==> config.mk <==
export PLATFORM = sky130hd
export DESIGN_NAME = dino_runner_core
export DESIGN_NICKNAME = d
export VERILOG_FILES = /design/src/rtl/dino_pkg.sv /design/src/rtl/obstacle_lane.sv /design/src/rtl/dino_runner_core.sv
export SDC_FILE = /design/constraint.sdc
export NUM_CORES = 1
export LEC_CHECK = 0
export ABC_AREA = 1
export BUFFER_PORTS_ARGS = -buffer_cell sky130_fd_sc_hd__buf_2
export CAP_MARGIN = 20
export CELL_PAD_IN_SITES_DETAIL_PLACEMENT = 1
export CELL_PAD_IN_SITES_GLOBAL_PLACEMENT = 1
export CORE_MARGIN = 2
export CORE_UTILIZATION = 46
export DETAILED_ROUTE_END_ITERATION = 12
export GPL_TIMING_DRIVEN = 0
export MAX_ROUTING_LAYER = met4
export PLACE_DENSITY = 0.87
export SYNTH_ARGS = -nofsm -noshare
export SYNTH_HDL_FRONTEND = slang
export SYNTH_SLANG_ARGS = --single-unit
==> constraint.sdc <==
create_clock -name clk -period 16.5 [get_ports clk]
set_input_delay 4.125 -clock clk [delete_from_list [all_inputs] [get_ports clk]]
set_output_delay 4.125 -clock clk [all_outputs]
set_load 0.1 [all_outputs]
==> src/rtl/dino_pkg.sv <==
// Shared encodings and widths for the runner game core.
package dino_pkg;

  localparam int COORD_W = 10;   // hCount / vCount width
  localparam int VEL_W   = 11;   // signed ypos / velocity width

  // One-hot game states; each bit drives one q_* output directly.
  typedef enum logic [2:0] {
    S_INI  = 3'b001,
    S_GAME = 3'b010,
    S_DONE = 3'b100
  } state_t;

  localparam logic [11:0] C_BLANK  = 12'h000;
  localparam logic [11:0] C_PLAYER = 12'hF00;
  localparam logic [11:0] C_OBST   = 12'h0F0;
  localparam logic [11:0] C_GROUND = 12'h888;
  localparam logic [11:0] C_BG     = 12'hFFF;

endpackage

==> src/rtl/obstacle_lane.sv <==
// One obstacle lane: x position, leftward motion with wrap-around, and the
// per-lane player-overlap and pixel flags that the core reduces.
module obstacle_lane
  import dino_pkg::*;
#(
  parameter int X_W      = 11,
  parameter int INIT_X   = 640,
  parameter int SPAN     = 660,   // lanes * gap: wrap distance that keeps spacing
  parameter int SIZE     = 20,
  parameter int PLAYER_X = 200,
  parameter int GROUND_Y = 515
) (
  input  logic               clk,
  input  logic               rst,
  input  logic               init,
  input  logic               step,
  input  logic [X_W-1:0]     speed,
  input  logic [COORD_W-1:0] h_count,
  input  logic [COORD_W-1:0] v_count,
  output logic               wrap,
  output logic               hit,
  output logic               pix
);

  logic [X_W-1:0] x;
  logic [X_W-1:0] hx;

  // Wrap is judged on the pre-move position so the lane never goes negative.
  assign wrap = step && (x < speed);

  assign hit = (x < X_W'(PLAYER_X + SIZE)) && (X_W'(PLAYER_X) < x + X_W'(SIZE));

  assign hx  = X_W'(h_count);
  assign pix = (hx >= x) && (hx < x + X_W'(SIZE)) &&
               (v_count >= COORD_W'(GROUND_Y - SIZE)) && (v_count < COORD_W'(GROUND_Y));

  // Lane position: reload on reset/new game, move (or wrap) on each game step.
  always_ff @(posedge clk) begin
    if (rst || init)
      x <= X_W'(INIT_X);
    else if (step)
      x <= wrap ? x + X_W'(SPAN) - speed : x - speed;
  end

endmodule

==> src/rtl/dino_runner_core.sv <==
// Runner game core: FSM, jump physics, obstacle lanes, scoring, speed levels
// and registered pixel colour for the VGA path.
module dino_runner_core
  import dino_pkg::*;
#(
  parameter int NUM_OBST   = 3,
  parameter int SCORE_W    = 16,
  parameter int SCREEN_W   = 640,
  parameter int GROUND_Y   = 515,
  parameter int PLAYER_X   = 200,
  parameter int SIZE       = 20,
  parameter int OBST_GAP   = 220,
  parameter int JUMP_V     = 12,
  parameter int GRAVITY    = 1,
  parameter int BASE_SPEED = 3,
  parameter int MAX_SPEED  = 8,
  parameter int LEVEL_PTS  = 10
) (
  input  logic               clk,
  input  logic               rst,
  input  logic               tick,
  input  logic               up,
  input  logic               bright,
  input  logic [COORD_W-1:0] hCount,
  input  logic [COORD_W-1:0] vCount,
  output logic [11:0]        rgb,
  output logic [SCORE_W-1:0] score,
  output logic [SCORE_W-1:0] high_score,
  output logic               q_I,
  output logic               q_Game,
  output logic               q_Done
);

  // Lane x can start well past the screen edge, so it needs more than COORD_W.
  localparam int X_W = $clog2(SCREEN_W + NUM_OBST * OBST_GAP + SIZE + 1);

  localparam logic signed [VEL_W-1:0] GY = VEL_W'(GROUND_Y);
  localparam logic signed [VEL_W-1:0] SZ = VEL_W'(SIZE);
  localparam logic signed [VEL_W-1:0] JV = VEL_W'(JUMP_V);
  localparam logic signed [VEL_W-1:0] GR = VEL_W'(GRAVITY);

  state_t                    state;
  logic signed [VEL_W-1:0]   ypos, vel, vel_j, y_sum, vs;
  logic [X_W-1:0]            speed, speed_next;
  logic [SCORE_W:0]          score_sum;
  logic [SCORE_W-1:0]        score_next;
  logic [3:0]                wrap_cnt;
  logic [31:0]               lvl_spd;
  logic [NUM_OBST-1:0]       lane_wrap, lane_hit, lane_pix;
  logic                      y_hit, collide, start, step, player_pix;

  assign q_I    = state[0];
  assign q_Game = state[1];
  assign q_Done = state[2];

  assign start   = (state == S_INI) && up;
  assign y_hit   = (ypos - SZ < GY) && (GY - SZ < ypos);
  assign collide = (|lane_hit) && y_hit;
  // A colliding tick freezes motion, so lanes only step when no hit is present.
  assign step    = (state == S_GAME) && tick && !collide;

  for (genvar i = 0; i < NUM_OBST; i++) begin : g_lane
    obstacle_lane #(
      .X_W      (X_W),
      .INIT_X   (SCREEN_W + i * OBST_GAP),
      .SPAN     (NUM_OBST * OBST_GAP),
      .SIZE     (SIZE),
      .PLAYER_X (PLAYER_X),
      .GROUND_Y (GROUND_Y)
    ) u_lane (
      .clk     (clk),
      .rst     (rst),
      .init    (start),
      .step    (step),
      .speed   (speed),
      .h_count (hCount),
      .v_count (vCount),
      .wrap    (lane_wrap[i]),
      .hit     (lane_hit[i]),
      .pix     (lane_pix[i])
    );
  end

  // Number of lanes wrapping this tick = points earned.
  always_comb begin
    wrap_cnt = '0;
    for (int i = 0; i < NUM_OBST; i++)
      wrap_cnt = wrap_cnt + 4'(lane_wrap[i]);
  end

  // Next-tick physics, saturating score and the speed level derived from it.
  always_comb begin
    vel_j      = (up && ypos == GY) ? -JV : vel;
    y_sum      = ypos + vel_j;
    score_sum  = {1'b0, score} + (SCORE_W + 1)'(wrap_cnt);
    score_next = score_sum[SCORE_W] ? '1 : score_sum[SCORE_W-1:0];
    lvl_spd    = 32'(BASE_SPEED) + 32'(score_next) / 32'(LEVEL_PTS);
    speed_next = (lvl_spd > 32'(MAX_SPEED)) ? X_W'(MAX_SPEED) : X_W'(lvl_spd);
  end

  // Game FSM together with all game-state registers.
  always_ff @(posedge clk) begin
    if (rst) begin
      state      <= S_INI;
      score      <= '0;
      high_score <= '0;
      ypos       <= GY;
      vel        <= '0;
      speed      <= X_W'(BASE_SPEED);
    end else begin
      case (state)
        S_INI: if (up) begin
          state <= S_GAME;
          score <= '0;
          ypos  <= GY;
          vel   <= '0;
          speed <= X_W'(BASE_SPEED);
        end
        S_GAME: if (tick) begin
          if (collide) begin
            state <= S_DONE;
            if (score > high_score) high_score <= score;
          end else begin
            if (y_sum >= GY) begin
              ypos <= GY;
              vel  <= '0;
            end else begin
              ypos <= y_sum;
              vel  <= vel_j + GR;
            end
            score <= score_next;
            speed <= speed_next;
          end
        end
        S_DONE: if (up) state <= S_INI;
        default: state <= S_INI;
      endcase
    end
  end

  assign vs         = {1'b0, vCount};
  assign player_pix = (hCount >= COORD_W'(PLAYER_X)) && (hCount < COORD_W'(PLAYER_X + SIZE)) &&
                      (vs >= ypos - SZ) && (vs < ypos);

  // Registered pixel colour, player over obstacle over ground over background.
  always_ff @(posedge clk) begin
    if (rst)                               rgb <= C_BLANK;
    else if (!bright)                      rgb <= C_BLANK;
    else if (player_pix)                   rgb <= C_PLAYER;
    else if (|lane_pix)                    rgb <= C_OBST;
    else if (vCount == COORD_W'(GROUND_Y)) rgb <= C_GROUND;
    else                                   rgb <= C_BG;
  end

endmodule

==> flow_summary.ini <==
[global_route]
grt_max_degree = 23
grt_pass1_wl_mm = 82.5
grt_busiest_layer = met2
global_route.usage.met3 = 0.0344
met1_usage = 0.380
grtUsageMet2 = 0.524
grt.total_usage = 0.304
grt_pass1_vias = 16400
grt-ovfl-total = 0
antenna_found_initial = 0

[synthesis]
avgSynthCellArea_sq_um = 6.58
synthFlopType = dfxtp_1
synth_top_area_cell = ha_1
synth-simple-area-share = 0.353
synth_most_common_cell = nand2_1
syn_nets = 2544
synth_fa_ha_area_frac = 0.177
synth_top_area_share = 0.145
ys_warn_count = 0
synth_edf_count = 0
synth_compound_area_frac = 0.149
yosys-mux-area-fraction = 0
synth_top_family_by_area = simple AND/OR/NAND/NOR gates
seq_area_frac_synth = 0.141
synth-async-reset-ratio = 0
synth-xor-area-share = 0.0609
netlist_area_sq_mm = 0.0152
yosysUniqueCellTypes = 63
synthCells = 2318
synth-seq-cells = 107
netlist_top_cells_area = ha_1, dfxtp_1, nand2_1
synth_common_cells = nand2_1, inv_1, ha_1, a21oi_1, nand3_1

[timing]
tightest_slew_ps = 793
relSlewSlack = 0.471
period_needed_ps = 16840
fmax_mhz = 59.4
fin_ws_ps = -344
slew_viol_final = 0
post-route-period-util = 1.02
hold_violations = 0
setup_violations = 4
clock_skew_ps = 24.2

[route]
via_per_inst = 5.92
dr.pass1.iters = 7
drc_errors = 0
wl_mm = 61.2
vias = 17300
drtIter0Drc = 1257
wl_per_cell_um = 20.9
ant_nets = 0

[floorplan]
die_w_um = 186
initial_utilization = 0.467
num_rows = 66
core_sq_mm = 0.0326
die_h_um = 186
ios = 72
dieArea_sq_mm = 0.0346

[clock_network]
clock-sinks = 107
clock_latency_ps = 390
cts_made_buffers = 9
cts-htree-levels = 3
cts_tree = done
path_clk_slew_ps = 90
clock_path_buffers = 2
root_buffer = clkbuf_16

[setup_path]
crit_family = simple AND/OR/NAND/NOR gates
crit_path_max_incr_delay_ps = 570
startpoint_type = primary input
crit_fanout = 10
cp-end-kind = register
crit_top_cell = nor2_4
arrival_ps = 17170
worst-path-buf-inv = 17
required_ps = 16820
cp_slowest_cell = fa_1
path_class = in2reg

[place]
port_buffers = 71
pre_cts_slack_ps = -1400
gp_congestion = 0.908
dp.final_hpwl_mm = 40.8

[pwr]
p_leak_nw = 9.44
max-vdd-ir-drop_v = 0.0000569
pwr_density_cell_mw_per_mm2 = 54.5

[finish]
final_nets = 2709
fin_util = 0.544
antennaDiodeCount = 0
drive_above_1_share = 0.196
area_delta_synth_final_pct = 16.3

[job]
max_cap_viol_count = 0

[run_status]
run_status = finished, violations left
violations = setup timing

[worst_hold_path]
worstHoldPathType = reg2reg
## metal layers
layer  up-vias  part of all wire
met5         -                 0
met3       240             0.064
li1       7954                 -
met1      8454              0.40
met2       689              0.49
met4         0             0.048
## worst reg2reg max path: cells and delay by family (launching register included)
family | cells | cell delay [ps]
buffers and inverters | 19 | 2210
AOI/OAI and AO/OA | 8 | 1490
DFF | 1 | 670
xor gates and xnor gates | 1 | 190
and+or+nand+nor | 70 | 9190
adders and majority gates | 7 | 1750
## report_power, final
part           total (W)  switching [W]  internal (W)  leakage [nW]
Combinational   0.000427       0.000293      0.000133          8.42
Clock           0.000242       0.000132      0.000110         0.152
Sequential      0.000298      0.0000251      0.000273         0.866
## metrics by stage
| step | area (sq um) | total power, W | setup TNS [ps] | std cells | hold WS (ps) |
|---|---|---|---|---|---|
| final | 17700 | 0.000967 | -854 | 2930 | 471 |
| after global routing | 17700 | 0.00102 | -2900 | 2930 | 490 |
| after CTS | 16600 | 0.000945 | 0 | 2856 | 472 |
| after detailed placement | 16100 | 0.000708 | -5270 | 2831 | 460 |
| after global placement | 16100 | 0.000685 | -3410 | 2831 | 451 |
| after floorplan | 15200 | 0.000584 | 0 | 2318 | 441 |
## registers in the layout (all words and copies together) (netlist names)
| signal | flops |
|---|---|
| rgb | 6 |
| ypos | 11 |
| high_score | 16 |
| state | 3 |
| score | 16 |
| g_lane.u_lane.x | 33 |
| vel | 11 |
| speed | 11 |
## worst paths after layout
kind	from	slack [ps]	cells past startpoint	endpoint
setup / recovery	tick	-340	94	speed[1]$_SDFFE_PP1P_
hold / removal	vel[0]$_SDFFE_PP0P_	470	2	vel[0]$_SDFFE_PP0P_
setup reg to reg	speed[1]$_SDFFE_PP1P_	930	105	speed[1]$_SDFFE_PP1P_
hold reg to reg	vel[0]$_SDFFE_PP0P_	470	2	vel[0]$_SDFFE_PP0P_
## repair_timing
action,CTS,global route
pin swaps,6,86
resized for setup,20,136
gates cloned,0,3
endpoints found under the setup margin,4,4
setup buffers,9,72
hold buffers,0,0
## cells in the final DEF (no fill, tap or decap), drive strengths merged, types with 22 or more instances in the layout
cell type / n
a21oi: 178
buf: 179
clkbuf: 33
dfxtp: 107
fa: 24
ha: 177
inv: 369
nand2: 576
nand3: 202
nand4: 64
nor2: 173
nor3: 30
o21ai: 116
xnor2: 22
xor2: 84
## layout make-up
cell class                 count  area, sq um
timing repair buffer         154          997
buffer                        51          425
sequential                   107         2140
inverter                     379         1440
multi-input combinational   1781        11900
fill                        4422        14900
tap                          442          553
clock inverter                 7         88.8
clock buffer                   9          225
## cells by family (layout without fill, tap and decap cells)
logic type      after synthesis  in the layout
compound gates              392            392
fa+ha+maj                   201            201
buf+inv                     431            600
simple gates               1081           1082
xor+xnor                    106            106
flops                       107            107
Power figures use the tool's default switching activity.
